===== src/rtl/riscv_fetch_pkg.sv =====
// Shared fetch-stage types: FSM states, queue entry layout and constants.
// Used by fetch_prefetch_queue and fetch_fifo.
package riscv_fetch_pkg;

    localparam int XLEN = 32;

    localparam logic [XLEN-1:0] NOP_INSTR = 32'h0000_0013;

    typedef enum logic [1:0] {
        ST_IDLE,
        ST_RUN,
        ST_FLUSH
    } fetch_state_e;

    typedef struct packed {
        logic [XLEN-1:0] instr;
        logic [XLEN-1:0] pc_plus4;
    } fetch_entry_t;

endpackage


===== src/rtl/fetch_fifo.sv =====
// Circular buffer for prefetched instructions.
// Power-of-two depth; clear wins over push/pop.
module fetch_fifo
    import riscv_fetch_pkg::*;
#(
    parameter int DEPTH = 4
) (
    input  logic                     clk,
    input  logic                     rst_n,
    input  logic                     push_i,
    input  logic [2*XLEN-1:0]        data_i,
    input  logic                     pop_i,
    input  logic                     clear_i,
    output logic [2*XLEN-1:0]        head_o,
    output logic [$clog2(DEPTH+1)-1:0] count_o
);

    localparam int AW = $clog2(DEPTH);
    localparam int CW = $clog2(DEPTH + 1);

    logic [AW-1:0]     wr_q;
    logic [AW-1:0]     rd_q;
    logic [CW-1:0]     cnt_q;
    logic [2*XLEN-1:0] mem_q [DEPTH];

    // Pointer and occupancy bookkeeping
    always_ff @(posedge clk or negedge rst_n) begin
        if (!rst_n) begin
            wr_q  <= '0;
            rd_q  <= '0;
            cnt_q <= '0;
        end else if (clear_i) begin
            wr_q  <= '0;
            rd_q  <= '0;
            cnt_q <= '0;
        end else begin
            if (push_i) wr_q <= wr_q + 1'b1;
            if (pop_i)  rd_q <= rd_q + 1'b1;
            if (push_i && !pop_i)
                cnt_q <= cnt_q + 1'b1;
            else if (pop_i && !push_i)
                cnt_q <= cnt_q - 1'b1;
        end
    end

    // Entry storage; contents are qualified by the count, so no reset
    always_ff @(posedge clk) begin
        if (push_i && !clear_i)
            mem_q[wr_q] <= data_i;
    end

    assign head_o  = mem_q[rd_q];
    assign count_o = cnt_q;

endmodule


===== src/rtl/fetch_prefetch_queue.sv =====
// Fetch front-end: sequential imem fetch with credit-limited prefetch queue.
// Define FETCH_QUEUE_BYPASS_EN to forward a response to decode in its arrival cycle.
module fetch_prefetch_queue
    import riscv_fetch_pkg::*;
#(
    parameter int          DEPTH    = 4,
    parameter logic [31:0] RESET_PC = 32'h0000_0000
) (
    input  logic        clk,
    input  logic        rst_n,
    output logic        imem_req,
    output logic [31:0] imem_addr,
    input  logic        imem_gnt,
    input  logic        imem_rvalid,
    input  logic [31:0] imem_rdata,
    input  logic        redirect,
    input  logic [31:0] redirect_pc,
    output logic        out_valid,
    input  logic        out_ready,
    output logic [31:0] out_instr,
    output logic [31:0] out_pc
);

    localparam int          CW      = $clog2(DEPTH + 1);
    localparam logic [CW:0] CREDITS = (CW+1)'(DEPTH);

    fetch_state_e      state_q;
    logic [31:0]       fetch_pc_q;
    logic [31:0]       rsp_pc_q;
    logic [CW-1:0]     outst_q;
    logic [CW-1:0]     disc_q;
    logic [CW-1:0]     disc_d;
    logic [CW-1:0]     pend;
    logic [CW-1:0]     occ;
    logic              has_head;
    logic              credit;
    logic              grant;
    logic              rsp_run;
    logic              byp;
    logic              push;
    logic              pop;
    fetch_entry_t      push_e;
    fetch_entry_t      head_e;
    logic [2*XLEN-1:0] head_raw;
    logic [31:0]       head_instr;
    logic [31:0]       head_pc;

    assign has_head  = (occ != '0);
    assign credit    = ({1'b0, occ} + {1'b0, outst_q}) < CREDITS;
    assign imem_req  = (state_q == ST_RUN) && !redirect && credit;
    assign imem_addr = fetch_pc_q;
    assign grant     = imem_req && imem_gnt;
    assign rsp_run   = (state_q == ST_RUN) && imem_rvalid && !redirect;

    assign head_e     = head_raw;
    assign head_instr = has_head ? head_e.instr : NOP_INSTR;
    assign head_pc    = has_head ? head_e.pc_plus4 : '0;

`ifdef FETCH_QUEUE_BYPASS_EN
    assign byp       = rsp_run && !has_head;
    assign out_valid = has_head || byp;
    assign out_instr = byp ? imem_rdata : head_instr;
    assign out_pc    = byp ? rsp_pc_q + 32'd4 : head_pc;
`else
    assign byp       = 1'b0;
    assign out_valid = has_head;
    assign out_instr = head_instr;
    assign out_pc    = head_pc;
`endif

    assign push            = rsp_run && !(byp && out_ready);
    assign pop             = has_head && out_ready;
    assign push_e.instr    = imem_rdata;
    assign push_e.pc_plus4 = rsp_pc_q + 32'd4;

    fetch_fifo #(
        .DEPTH   (DEPTH)
    ) u_fifo (
        .clk     (clk),
        .rst_n   (rst_n),
        .push_i  (push),
        .data_i  (push_e),
        .pop_i   (pop),
        .clear_i (redirect),
        .head_o  (head_raw),
        .count_o (occ)
    );

    // Responses still owed by memory after a redirect, less one arriving now
    always_comb begin
        pend   = (state_q == ST_FLUSH) ? disc_q : outst_q;
        disc_d = pend - CW'(imem_rvalid);
        if (pend == '0) disc_d = '0;
    end

    // Control FSM with fetch PC, response PC and credit counters
    always_ff @(posedge clk or negedge rst_n) begin
        if (!rst_n) begin
            state_q    <= ST_IDLE;
            fetch_pc_q <= RESET_PC;
            rsp_pc_q   <= RESET_PC;
            outst_q    <= '0;
            disc_q     <= '0;
        end else if (redirect) begin
            fetch_pc_q <= redirect_pc & 32'hFFFF_FFFC;
            rsp_pc_q   <= redirect_pc & 32'hFFFF_FFFC;
            outst_q    <= '0;
            disc_q     <= disc_d;
            state_q    <= (disc_d != '0) ? ST_FLUSH : ST_RUN;
        end else begin
            unique case (state_q)
                ST_IDLE: state_q <= ST_RUN;
                ST_RUN: begin
                    if (grant)       fetch_pc_q <= fetch_pc_q + 32'd4;
                    if (imem_rvalid) rsp_pc_q   <= rsp_pc_q + 32'd4;
                    outst_q <= outst_q + CW'(grant) - CW'(imem_rvalid);
                end
                ST_FLUSH: begin
                    if (imem_rvalid) begin
                        disc_q <= disc_q - 1'b1;
                        if (disc_q == CW'(1)) state_q <= ST_RUN;
                    end
                end
                default: state_q <= ST_IDLE;
            endcase
        end
    end

endmodule


===== config.mk =====
export PLATFORM = sky130hd
export DESIGN_NAME = fetch_prefetch_queue
export DESIGN_NICKNAME = d
export VERILOG_FILES = /design/src/rtl/riscv_fetch_pkg.sv /design/src/rtl/fetch_fifo.sv /design/src/rtl/fetch_prefetch_queue.sv
export SDC_FILE = /design/constraint.sdc
export NUM_CORES = 1
export LEC_CHECK = 0
export BUFFER_PORTS_ARGS = -buffer_cell sky130_fd_sc_hd__buf_2
export CAP_MARGIN = 20
export CORE_MARGIN = 1
export CORE_UTILIZATION = 40
export DETAILED_ROUTE_END_ITERATION = 8
export PLACE_DENSITY_LB_ADDON = 0.2
export SLEW_MARGIN = 20
export SYNTH_ARGS = -nofsm -noshare
export SYNTH_HDL_FRONTEND = slang
export SYNTH_SLANG_ARGS = --single-unit

===== constraint.sdc =====
create_clock -name clk -period 7.55 [get_ports clk]
set_input_delay 0.3775 -clock clk [delete_from_list [all_inputs] [get_ports clk]]
set_output_delay 0.3775 -clock clk [all_outputs]
set_load 0.02 [all_outputs]

==> results.json <==
{
  "setup_viol": 0,
  "synthCells": 961,
  "first_iter_violations": 449,
  "clk_pin_slew_worst_paths_ps": 60,
  "critical_path.most_common_cell": "ha_1",
  "clock_path_buffers": 3,
  "cp.required_ps": 7920,
  "hold_viol_final": 0,
  "yosys_warnings": 0,
  "yosysTopAreaCellShare_pct": 52.3,
  "yosys-top-cells-count": "248 x edfxtp_1, 78 x nand2_1, 75 x dfrtp_1",
  "rr_worst_depth": 13,
  "gp_congestion": 0.823,
  "cts_setup_buffers": 0,
  "status": "finished, final reports clean",
  "drtPass1Iterations": 5,
  "vias": 8434,
  "overflow": 0,
  "area_growth_pct": 17.3,
  "synth_edf_count": 248,
  "grt_max_degree": 76,
  "wirelength_mm": 30.8,
  "period_share_pct": 48.0,
  "crit_path_start_kind": "flop",
  "ys_ff_latch": 323,
  "finalCriticalPeriod_ps": 3620,
  "cts_max_level": 2,
  "dieWidth_um": 191,
  "grt_first_pass_wirelength_mm": 48.3,
  "grt_usage_pct": 17.2,
  "place_area_um2": 15500,
  "hold_start": "imem_rdata[10]",
  "grt_pass1_vias": 8510,
  "cts_tree": "yes",
  "cp.depth": 13,
  "r2r_end": "outst_q[2]$_DFFE_PN0P_",
  "holdPathEnd": "u_fifo.mem_q[0][42]$_DFFE_PP_",
  "cts_sinks": 323,
  "synthFlopType": "edfxtp_1",
  "maxCapViolCount": 0,
  "reg2reg_from": "outst_q[1]$_DFFE_PN0P_",
  "drcViolationCount": 0,
  "crit_slowest_cell": "and4_1",
  "portBuffers": 161,
  "synth.largest_area_cell": "edfxtp_1",
  "cts_buffers": 37,
  "avgRoutedWirePerCell_um": 19.2,
  "hold_depth": 1,
  "path_cells": "ha_1 > nor4_2 > and4_1 > inv_2 > ha_1 > inv_1 > ha_1 > inv_1 > fa_1 > xor2_1 > nand2_1 > xor2_1 > nor2_1",
  "final_antenna_net_count": 0,
  "ys_types": 62,
  "antennaDiodeCount": 0,
  "nets": 1207,
  "postSynth.asyncResetShare_pct": 23.2,
  "peakVddDrop_mv": 0.178,
  "cp.arrival_ps": 3990,
  "crit_fanout": 31,
  "coreArea_um2": 34800,
  "final_max_slew_viol_count": 0,
  "cts-resized-gates": 0,
  "syn_area_um2": 14200,
  "r2r_slack_ps": 3930,
  "critPathBufInv": 3,
  "vias_per_cell": 5.26,
  "finalClockSkew_ps": 11.9,
  "crit_family": "adder cells",
  "start_util_pct": 40.9,
  "synth_most_common_cell": "edfxtp_1",
  "max_stage_delay_ps": 690,
  "die_area_um2": 36300,
  "design_area_um2": 16700,
  "tns_ps": 0,
  "ios": 168,
  "place_hpwl_mm": 18.6,
  "drive_gt1_share_pct": 27.3,
  "min_path_type": "in2reg",
  "p_leak_nw": 6.00,
  "die_y_um": 191,
  "worst_slew_pin_slew_ps": 1030,
  "rsz0062_at_grt": "false",
  "worst-setup-path-type": "reg2reg",
  "slew_headroom_pct": 31.2,
  "yosys-top-cells-area": "edfxtp_1 52%, dfrtp_1 13%, mux4_2 9.8%, and2_1 3.0%, xor2_1 2.8%",
  "antenna_found_initial": 0,
  "insertion_delay_ps": 520,
  "syn_avg_cell_area_um2": 14.8,
  "placementRows": 68,
  "cellPowerDensity_nw_per_um2": 327,
  "crit_path_end_kind": "flop",
  "max_clock_freq_mhz": 276,
  "yosysSeqAreaShare_pct": 65.5,
  "clock-root-buffer": "clkbuf_16"
}
stage by stage:
| step | hold slack (ps) | worst slack [ps] | cells | utilization (%) | power [mW] |
|---|---|---|---|---|---|
| final | 76.8 | 3930 | 1602 | 47.9 | 5.46 |
| after global routing | 64.8 | 3630 | 1602 | 47.9 | 5.74 |
| after CTS | 53.2 | 3870 | 1601 | 47.9 | 5.54 |
| after detailed placement | 534 | 3680 | 1536 | 44.5 | 3.76 |
| after global placement | 519 | 3660 | 1536 | 44.5 | 3.74 |
| after floorplan | 81.9 | 4490 | 964 | - | 3.28 |
routing by layer:
| layer | wire length (um) | track usage [%] |
|---|---|---|
| met1 | 14900 | 25.8 |
| met2 | 13800 | 26.3 |
| met3 | 1650 | 2.52 |
| met4 | 427 | 4.09 |
| met5 | 0 | 0 |
worst max path at each step:
stage,start,endpoint,slack (ps)
after floorplan,state_q[1]$_DFFE_PN0P_,u_fifo.mem_q[0][10]$_DFFE_PP_,4490
after global routing,outst_q[1]$_DFFE_PN0P_,outst_q[2]$_DFFE_PN0P_,3630
after detailed placement,redirect,outst_q[2]$_DFFE_PN0P_,3680
final,outst_q[1]$_DFFE_PN0P_,outst_q[2]$_DFFE_PN0P_,3930
after CTS,outst_q[1]$_DFFE_PN0P_,outst_q[2]$_DFFE_PN0P_,3870
after global placement,redirect,outst_q[2]$_DFFE_PN0P_,3660
cell usage in the layout, fill, tap and decap left out, types with 6 or more instances in the layout:
cell type  instances
a21oi_1           11
and2_1            69
buf_2            160
buf_4             12
clkbuf_1          10
clkbuf_16         37
clkinv_1           6
clkinv_2           6
dfrtp_1           73
edfxtp_1         248
ha_1              14
inv_1             14
mux2_2             7
mux4_2            62
nand2_1           78
nand3_1           41
nand4_1           27
nor2_1            42
nor3_1            10
nor4_1             6
o211ai_1           7
o21ai_0           35
o311ai_0           6
xnor2_1           28
xor2_1            45
worst reg2reg max path, cell delays in order (launching register included):
cell and delay [ps]:
dfrtp_1 460, ha_1 250, nor4_2 260, and4_1 690, inv_2 420, ha_1 400, inv_1 50, ha_1 120
inv_1 50, fa_1 360, xor2_1 150, nand2_1 80, xor2_1 140, nor2_1 50
timing repair:
action / in CTS / in global routing
endpoints found under the hold margin: 0 / 75
setup endpoints to repair: 0 / 0
hold buffers: 0 / 1
cell families (layout without fill, tap and decap cells):
logic type	after synthesis	count (layout)	share of synthesized area [%]
flops	323	323	65.5
compound gates	88	88	3.90
xor+xnor	73	73	4.49
other cells	1	4	0.0264
fa+ha+maj	16	16	1.51
buf+inv	73	256	2.15
simple gates	315	315	11.8
mux	72	72	10.6
power by group:
part | switching [mW] | leakage (nW) | internal (mW)
clock | 0.683 | 0.584 | 1.08
combinational | 0.844 | 2.26 | 0.602
sequential | 0.159 | 3.15 | 2.09
cell type report:
cell class	count	area [um^2]
Fill cell	3012	18100
Inverter	17	63.8
Sequential cell	323	9330
Multi-Input combinational cell	568	4620
Clock inverter	17	213
Clock buffer	48	977
Timing Repair Buffer	174	912
Tap cell	455	569
registers in the layout (all words and copies together), names as in the netlist:
name	cells
state_q	2
u_fifo.count_o	3
u_fifo.mem_q	248
imem_addr	30
disc_q	3
outst_q	3
u_fifo.rd_q	2
u_fifo.wr_q	2
rsp_pc_q	30
No activity file was read; power rests on OpenSTA's default activity.
